$ cat src/rtl/mips32_hazard_ctrl_pkg.sv
// Shared definitions for the pipe_mips32 interlock controller.
//  - opcode constants (ADD..HLT, BEQZ, BNEQZ) and instruction field positions
//  - FSM state encoding (RUN, DRAIN, HALT)
//  - scoreboard entry and decoded-instruction structs
//  - forwarding-select encodings plus small helper functions
package mips32_hazard_ctrl_pkg;

  // Instruction field positions
  localparam int OP_MSB = 31, OP_LSB = 26;
  localparam int RS_MSB = 25, RS_LSB = 21;
  localparam int RT_MSB = 20, RT_LSB = 16;
  localparam int RD_MSB = 15, RD_LSB = 11;

  // Opcodes
  localparam logic [5:0] OP_ADD   = 6'b000000;
  localparam logic [5:0] OP_SUB   = 6'b000001;
  localparam logic [5:0] OP_AND   = 6'b000010;
  localparam logic [5:0] OP_OR    = 6'b000011;
  localparam logic [5:0] OP_SLT   = 6'b000100;
  localparam logic [5:0] OP_MUL   = 6'b000101;
  localparam logic [5:0] OP_LW    = 6'b001000;
  localparam logic [5:0] OP_SW    = 6'b001001;
  localparam logic [5:0] OP_ADDI  = 6'b001010;
  localparam logic [5:0] OP_SUBI  = 6'b001011;
  localparam logic [5:0] OP_SLTI  = 6'b001100;
  localparam logic [5:0] OP_BNEQZ = 6'b001101;
  localparam logic [5:0] OP_BEQZ  = 6'b001110;
  localparam logic [5:0] OP_HLT   = 6'b111111;

  // Cycles spent in DRAIN after HLT leaves ID (EX, MEM, WB empty out)
  localparam logic [1:0] DRAIN_CYCLES = 2'd2;

  // Forwarding mux selects for the operand entering EX next cycle
  localparam logic [1:0] FWD_REG    = 2'b00;  // register file
  localparam logic [1:0] FWD_EXMEM  = 2'b01;  // EX/MEM ALUOut
  localparam logic [1:0] FWD_MEMWB  = 2'b10;  // MEM/WB LMD/ALUOut

  typedef enum logic [1:0] {
    ST_RUN   = 2'b00,
    ST_DRAIN = 2'b01,
    ST_HALT  = 2'b10
  } state_t;

  typedef struct packed {
    logic       valid;
    logic [4:0] dest;
    logic       is_load;
  } sb_entry_t;

  // Read/write enables already exclude R0, so R0 never takes part in a hazard.
  typedef struct packed {
    logic       rd_a_en;
    logic [4:0] rd_a;
    logic       rd_b_en;
    logic [4:0] rd_b;
    logic       wr_en;
    logic [4:0] wr_dst;
    logic       is_load;
    logic       is_hlt;
  } decode_t;

  function automatic logic slot_hit(sb_entry_t e, logic en, logic [4:0] r);
    return en & e.valid & (e.dest == r);
  endfunction

  // The youngest writer (EX slot) takes precedence over the MEM slot.
  function automatic logic [1:0] fwd_select(sb_entry_t ex, sb_entry_t mem,
                                            logic en, logic [4:0] r);
    if (slot_hit(ex, en, r))       return FWD_EXMEM;
    else if (slot_hit(mem, en, r)) return FWD_MEMWB;
    else                           return FWD_REG;
  endfunction

endpackage

$ cat src/rtl/mips32_hazard_ctrl_ir_decode.sv
// mips32_ir_decode: purely combinational register-usage decode of the
// instruction held in IF/ID.
//  ir  in  32  instruction word
//  dec out     {rd_a_en, rd_a, rd_b_en, rd_b, wr_en, wr_dst, is_load, is_hlt}
module mips32_ir_decode
  import mips32_hazard_ctrl_pkg::*;
(
  input  logic [31:0] ir,
  output decode_t     dec
);

  logic [5:0] op;
  logic [4:0] rs, rt, rd;

  assign op = ir[OP_MSB:OP_LSB];
  assign rs = ir[RS_MSB:RS_LSB];
  assign rt = ir[RT_MSB:RT_LSB];
  assign rd = ir[RD_MSB:RD_LSB];

  always_comb begin
    // NOTE: every field gets a default before the case so no latch is inferred.
    dec      = '0;
    dec.rd_a = rs;
    dec.rd_b = rt;
    case (op)
      OP_ADD, OP_SUB, OP_AND, OP_OR, OP_SLT, OP_MUL: begin
        dec.rd_a_en = 1'b1;
        dec.rd_b_en = 1'b1;
        dec.wr_en   = 1'b1;
        dec.wr_dst  = rd;
      end
      OP_ADDI, OP_SUBI, OP_SLTI: begin
        dec.rd_a_en = 1'b1;
        dec.wr_en   = 1'b1;
        dec.wr_dst  = rt;
      end
      OP_LW: begin
        dec.rd_a_en = 1'b1;
        dec.wr_en   = 1'b1;
        dec.wr_dst  = rt;
        dec.is_load = 1'b1;
      end
      OP_SW: begin
        dec.rd_a_en = 1'b1;
        dec.rd_b_en = 1'b1;
      end
      OP_BEQZ, OP_BNEQZ: dec.rd_a_en = 1'b1;
      OP_HLT:            dec.is_hlt  = 1'b1;
      default: ;
    endcase
    // R0 is hard-wired zero: never a real source or destination.
    if (rs == 5'd0)         dec.rd_a_en = 1'b0;
    if (rt == 5'd0)         dec.rd_b_en = 1'b0;
    if (dec.wr_dst == 5'd0) dec.wr_en   = 1'b0;
  end

endmodule

$ cat src/rtl/mips32_hazard_ctrl.sv
// mips32_hazard_ctrl: interlock/sequencing controller for the 5-stage
// pipe_mips32 datapath. Tracks in-flight writers in a 3-slot scoreboard
// (EX, MEM, WB), stalls IF/ID on RAW hazards, flushes on taken branches,
// drains the pipe after HLT and then freezes it.
// Optional feature macro: MIPS32_FORWARD_EN (only load-use is a hazard;
// adds fwd_a_sel/fwd_b_sel outputs).
//  clk1            in   pipeline clock
//  rst_n           in   synchronous active-low reset
//  id_ir/id_valid  in   instruction in IF/ID and its valid flag
//  ex_branch_taken in   branch in EX resolved taken
//  pc_en, ifid_en  out  PC / IF/ID load enables
//  idex_bubble     out  load NOP into ID/EX
//  flush_ifid      out  squash IF/ID
//  halted          out  pipeline drained after HLT
//  stall_cnt       out  saturating stall-cycle counter
//  fwd_a_sel/_b    out  (MIPS32_FORWARD_EN only) operand forwarding selects
module mips32_hazard_ctrl
  import mips32_hazard_ctrl_pkg::*;
#(
  parameter int SB_DEPTH = 3,
  parameter int CNT_W    = 16
) (
  input  logic             clk1,
  input  logic             rst_n,
  input  logic [31:0]      id_ir,
  input  logic             id_valid,
  input  logic             ex_branch_taken,
  output logic             pc_en,
  output logic             ifid_en,
  output logic             idex_bubble,
  output logic             flush_ifid,
  output logic             halted,
`ifdef MIPS32_FORWARD_EN
  output logic [1:0]       fwd_a_sel,
  output logic [1:0]       fwd_b_sel,
`endif
  output logic [CNT_W-1:0] stall_cnt
);

  decode_t          dec;
  sb_entry_t        sb_q [SB_DEPTH];
  state_t           state_q, state_d;
  logic [1:0]       drain_q, drain_d;
  logic [CNT_W-1:0] stall_cnt_q;
  logic             hazard, stall, issue;

  mips32_ir_decode u_decode (
    .ir  (id_ir),
    .dec (dec)
  );

`ifdef MIPS32_FORWARD_EN
  // ALU results are forwarded; only a load still in EX cannot supply its data in time.
  assign hazard = id_valid & sb_q[0].is_load &
                  (slot_hit(sb_q[0], dec.rd_a_en, dec.rd_a) |
                   slot_hit(sb_q[0], dec.rd_b_en, dec.rd_b));
  assign fwd_a_sel = fwd_select(sb_q[0], sb_q[1], dec.rd_a_en, dec.rd_a);
  assign fwd_b_sel = fwd_select(sb_q[0], sb_q[1], dec.rd_b_en, dec.rd_b);
`else
  // Without forwarding, any writer still in EX or MEM blocks the reader.
  // The WB slot is never checked: the register file writes before it is read.
  assign hazard = id_valid &
                  (slot_hit(sb_q[0], dec.rd_a_en, dec.rd_a) |
                   slot_hit(sb_q[0], dec.rd_b_en, dec.rd_b) |
                   slot_hit(sb_q[1], dec.rd_a_en, dec.rd_a) |
                   slot_hit(sb_q[1], dec.rd_b_en, dec.rd_b));
`endif

  // Priority: reset > HALT/DRAIN > flush > stall.
  always_comb begin
    pc_en       = 1'b1;
    ifid_en     = 1'b1;
    idex_bubble = 1'b0;
    flush_ifid  = 1'b0;
    halted      = 1'b0;
    stall       = 1'b0;
    issue       = 1'b0;
    state_d     = state_q;
    drain_d     = drain_q;
    if (rst_n) begin
      case (state_q)
        ST_HALT: begin
          halted      = 1'b1;
          pc_en       = 1'b0;
          ifid_en     = 1'b0;
          idex_bubble = 1'b1;
        end
        ST_DRAIN: begin
          // Hazards and branches are irrelevant while the last instructions retire.
          pc_en       = 1'b0;
          ifid_en     = 1'b0;
          idex_bubble = 1'b1;
          if (drain_q == 2'd0) state_d = ST_HALT;
          else                 drain_d = drain_q - 2'd1;
        end
        default: begin
          if (ex_branch_taken) begin
            // Squashed ID instruction neither issues nor counts as a stall.
            flush_ifid  = 1'b1;
            idex_bubble = 1'b1;
          end else if (hazard) begin
            stall       = 1'b1;
            pc_en       = 1'b0;
            ifid_en     = 1'b0;
            idex_bubble = 1'b1;
          end else begin
            issue = id_valid;
            if (id_valid && dec.is_hlt) begin
              pc_en   = 1'b0;
              state_d = ST_DRAIN;
              drain_d = DRAIN_CYCLES;
            end
          end
        end
      endcase
    end
  end

  always_ff @(posedge clk1) begin
    if (!rst_n) begin
      // NOTE: scoreboard entries are reset so no stale writer survives into the next run.
      for (int i = 0; i < SB_DEPTH; i++) sb_q[i] <= '0;
      state_q     <= ST_RUN;
      drain_q     <= '0;
      stall_cnt_q <= '0;
    end else begin
      // NOTE: non-blocking assignments so every slot shifts from its pre-edge value.
      sb_q[0] <= issue ? '{valid: dec.wr_en, dest: dec.wr_dst, is_load: dec.is_load}
                       : '0;
      for (int i = 1; i < SB_DEPTH; i++) sb_q[i] <= sb_q[i-1];
      state_q <= state_d;
      drain_q <= drain_d;
      if (stall && (stall_cnt_q != '1)) stall_cnt_q <= stall_cnt_q + 1'b1;
    end
  end

  assign stall_cnt = stall_cnt_q;

endmodule
$ cat config.mk
export PLATFORM = sky130hd
export DESIGN_NAME = mips32_hazard_ctrl
export DESIGN_NICKNAME = d
export VERILOG_FILES = /design/src/rtl/mips32_hazard_ctrl_pkg.sv /design/src/rtl/mips32_hazard_ctrl_ir_decode.sv /design/src/rtl/mips32_hazard_ctrl.sv
export SDC_FILE = /design/constraint.sdc
export NUM_CORES = 1
export LEC_CHECK = 0
export ABC_AREA = 1
export BUFFER_PORTS_ARGS = -buffer_cell sky130_fd_sc_hd__buf_2
export CORE_MARGIN = 4
export CORE_UTILIZATION = 53
export DETAILED_ROUTE_END_ITERATION = 8
export PLACE_DENSITY = 0.78
export SLEW_MARGIN = 5
export SYNTH_ARGS = -nofsm -noshare
export SYNTH_HDL_FRONTEND = slang
export SYNTH_SLANG_ARGS = --single-unit
$ cat constraint.sdc
create_clock -name clk1 -period 2.45 [get_ports clk1]
set_input_delay 0.3675 -clock clk1 [delete_from_list [all_inputs] [get_ports clk1]]
set_output_delay 0.3675 -clock clk1 [all_outputs]
set_load 0.02 [all_outputs]
==> summary.txt <==
Multi-input logic area: 1179 um^2
#FFs+latches synth: 32
CP startpoint kind: flip-flop
Leak: 1.264 nW
TritonCTS clock tree: done
Area grow syn2layout: 19.07%
Reg2reg start: state_q[0]
Placed cell area: 2412 um^2
WP data arrival: 1.82 ns
Die area: 5102 um^2
Final ANT Viol Nets: 0
Final hold violation count: 0
Final setup vio count: 0
Syn Inst Count: 350
Antenna diodes: 0
Vias post-DR: 2209
Hold depth: 5
# rows: 22
Wire per inst: 10.86 um
CTS max path bufs: 2
Net count after synthesis: 390
Critical Path, Cell by Cell: inv_1 -> nand2_1 -> o21ai_0 -> nor2_1 -> nand3_1 -> nand2_1 -> nand2_2 -> nand2_4 -> nand3_1 -> a21oi_1 -> nor2_1 -> buf_2
RSZ-0062 raised after global routing: no
Required @ worst endpoint: 2.08 ns
F_max: 457.6 MHz
Seq/Total Area, Yosys: 30.05%
Total Power: 1.190 mW
Capturing point of the worst reg2reg path: stall_cnt[6]
Register area: 640.6 um^2
Critical Path End Type: output pin
Final WL: 4886 um
Top delay family on crit path: simple AND/OR/NAND/NOR gates
Yosys cell types: 33
Starting Density: 56.54%
Crit-path max cell delay: 0.34 ns
Period utilisation layout: 89.20%
Crit Path Max Fanout: 4
Worst Tran Pin Value: 0.3324 ns
Die height: 71.43 um
Syn Area/Cell: 6.092 um^2
Worst Hold Class: primary input to flip-flop
Clk_lat worst skew: 0.29 ns
Fin area: 2539 um^2
Worst hold start: id_ir[13]
Clock period minus worst slack: 2.185 ns
Pwr/cell area: 468.7 nW/um^2
Top post-synthesis cells by area: dfxtp_1 30%, nand2_1 16%, inv_1 12%
Maximum VDD drop: 0.0003727 V
GPL Wtd Cong: 0.8669
Synth top area share: 30.05%
Worst-case clock skew: 0.006530 ns
First-pass GRT wire length: 8252 um
Clock root buffer: clkbuf_8
Ports: 57
Post-CTS setup buffer count: 0
R2R cell count: 8
Slew Viols, Final: 0
Setup CP Type: flip-flop to output pin
Clock sinks: 32
Slew Limit Headroom: 77.75%
Nets: 441
Filler cells: 366
Share of cells above drive strength 1: 20.65%
Die width: 71.43 um
DRT iter0 DRCs: 60
CTS buffer count: 5
Total track usage: 19.75%
H-tree levels: 2
Number of global-route vias before repair: 2016
Total grt overflow: 0
Initial antenna violation count: 0
CP Depth: 12
Setup TNS Final: 0 ns
Max-Cap Viols: 0
Dominant cell type by area after synthesis: dfxtp_1
DR pass1 iterations: 4
CP Buf/Inv Count: 2
CORE AREA: 3771 um^2
DRC: 0
CP max stage cell: dfxtp_1
Outcome: finished clean
Via-per-instance ratio: 4.909
IO buf count: 45
Post-DP HPWL: 3846 um
Clk slew on worst S/H paths: 0.07 ns
R2R setup slack: 0.47 ns
Worst Hold Slack: 0.4347 ns
# hold bufs at CTS: 0
Post-CTS Resized: 0
Hold Path Sink: sb_q[0][3]
Netlist Area Pre-Place: 2132 um^2
Synth warn: 0
Largest net degree at the start of global routing: 24
how the worst max path moves through the flow:
stage	slack (ns)	from	endpoint
global placement	0.43	id_ir[29]	pc_en
finish	0.26	sb_q[0][11]	pc_en
detailed placement	0.42	id_ir[29]	pc_en
floorplan	0.65	id_ir[29]	idex_bubble
global route	0.06	sb_q[0][4]	pc_en
CTS	0.22	sb_q[0][11]	pc_en
Yosys cell counts, drive strengths merged:
master and count:
ha 4, a31o 1, nand4 5, and2 1
nand2 94, nor3b 2, nor2 46, nor4 1
a21oi 13, clkbuf 1, o21ai 25, buf 2
nor3 10, nand3 28, or2 1, a21boi 1
dfxtp 32, a31oi 2, inv 78, a211oi 1
o22ai 2
metrics by stage:
step,std cells,utilization [%],setup slack (ns)
CTS,450,67.32,0.2235
finish,450,67.32,0.2646
detailed placement,442,63.97,0.4249
floorplan,350,-,0.6519
global route,450,67.32,0.05858
global placement,442,63.97,0.4329
cells by family (layout without fill, tap and decap cells):
group	Yosys count	count (layout)	share of synthesized area, %
AOI/OAI and AO/OA	45	45	12.15
adders and majority gates	4	4	2.348
buffers and inverters	81	133	14.67
DFF	32	32	30.05
and+or+nand+nor	188	188	40.79
sequential cells by signal, indices dropped and copies added (netlist names):
| signal | flops |
|---|---|
| sb_q | 12 |
| stall_cnt | 16 |
| drain_q | 2 |
| state_q | 2 |
worst reg2reg max path: stages (launching register included):
cell      delay, ns
dfxtp_1        0.33
inv_1          0.06
ha_1           0.32
nand2_1        0.10
nor3b_2        0.32
a21boi_4       0.38
nand3_1        0.17
o21ai_1        0.16
nor2_1         0.05
cells in the final DEF, fill, tap and decap left out, types with 5 or more instances in the layout:
cell type and instances:
nor2_1 43, o21ai_0 18, nor3_1 8, a21oi_1 12, inv_2 8, inv_1 70
nand2_1 89, dfxtp_1 32, buf_2 45, nand4_1 5, clkbuf_8 7, nand3_1 24
o21ai_1 7
power by group:
part,switching [mW],internal (mW),total (mW)
clock,0.196,0.359,0.555
sequential,0.00161,0.522,0.524
combinational,0.0694,0.0415,0.111
total,0.267,0.922,1.19
routing by layer:
metal	up-vias	GRT usage, %	part of all wire, %
met1	982	23.31	44
met2	35	35.31	50
met5	-	0	0
li1	1185	-	-
met3	7	3.647	4.3
met4	0	7.307	1.1
area by class of cell:
type                    count  share of cell area (%)
clock buffers               7                   3.795
clock inverters             1                   1.183
inverters                  78                   11.53
multi-input cells         237                   46.43
flip-flops and latches     32                   25.23
well taps                  48                   2.366
repair buffers             47                   9.463
(Power assumes the default switching activity.)
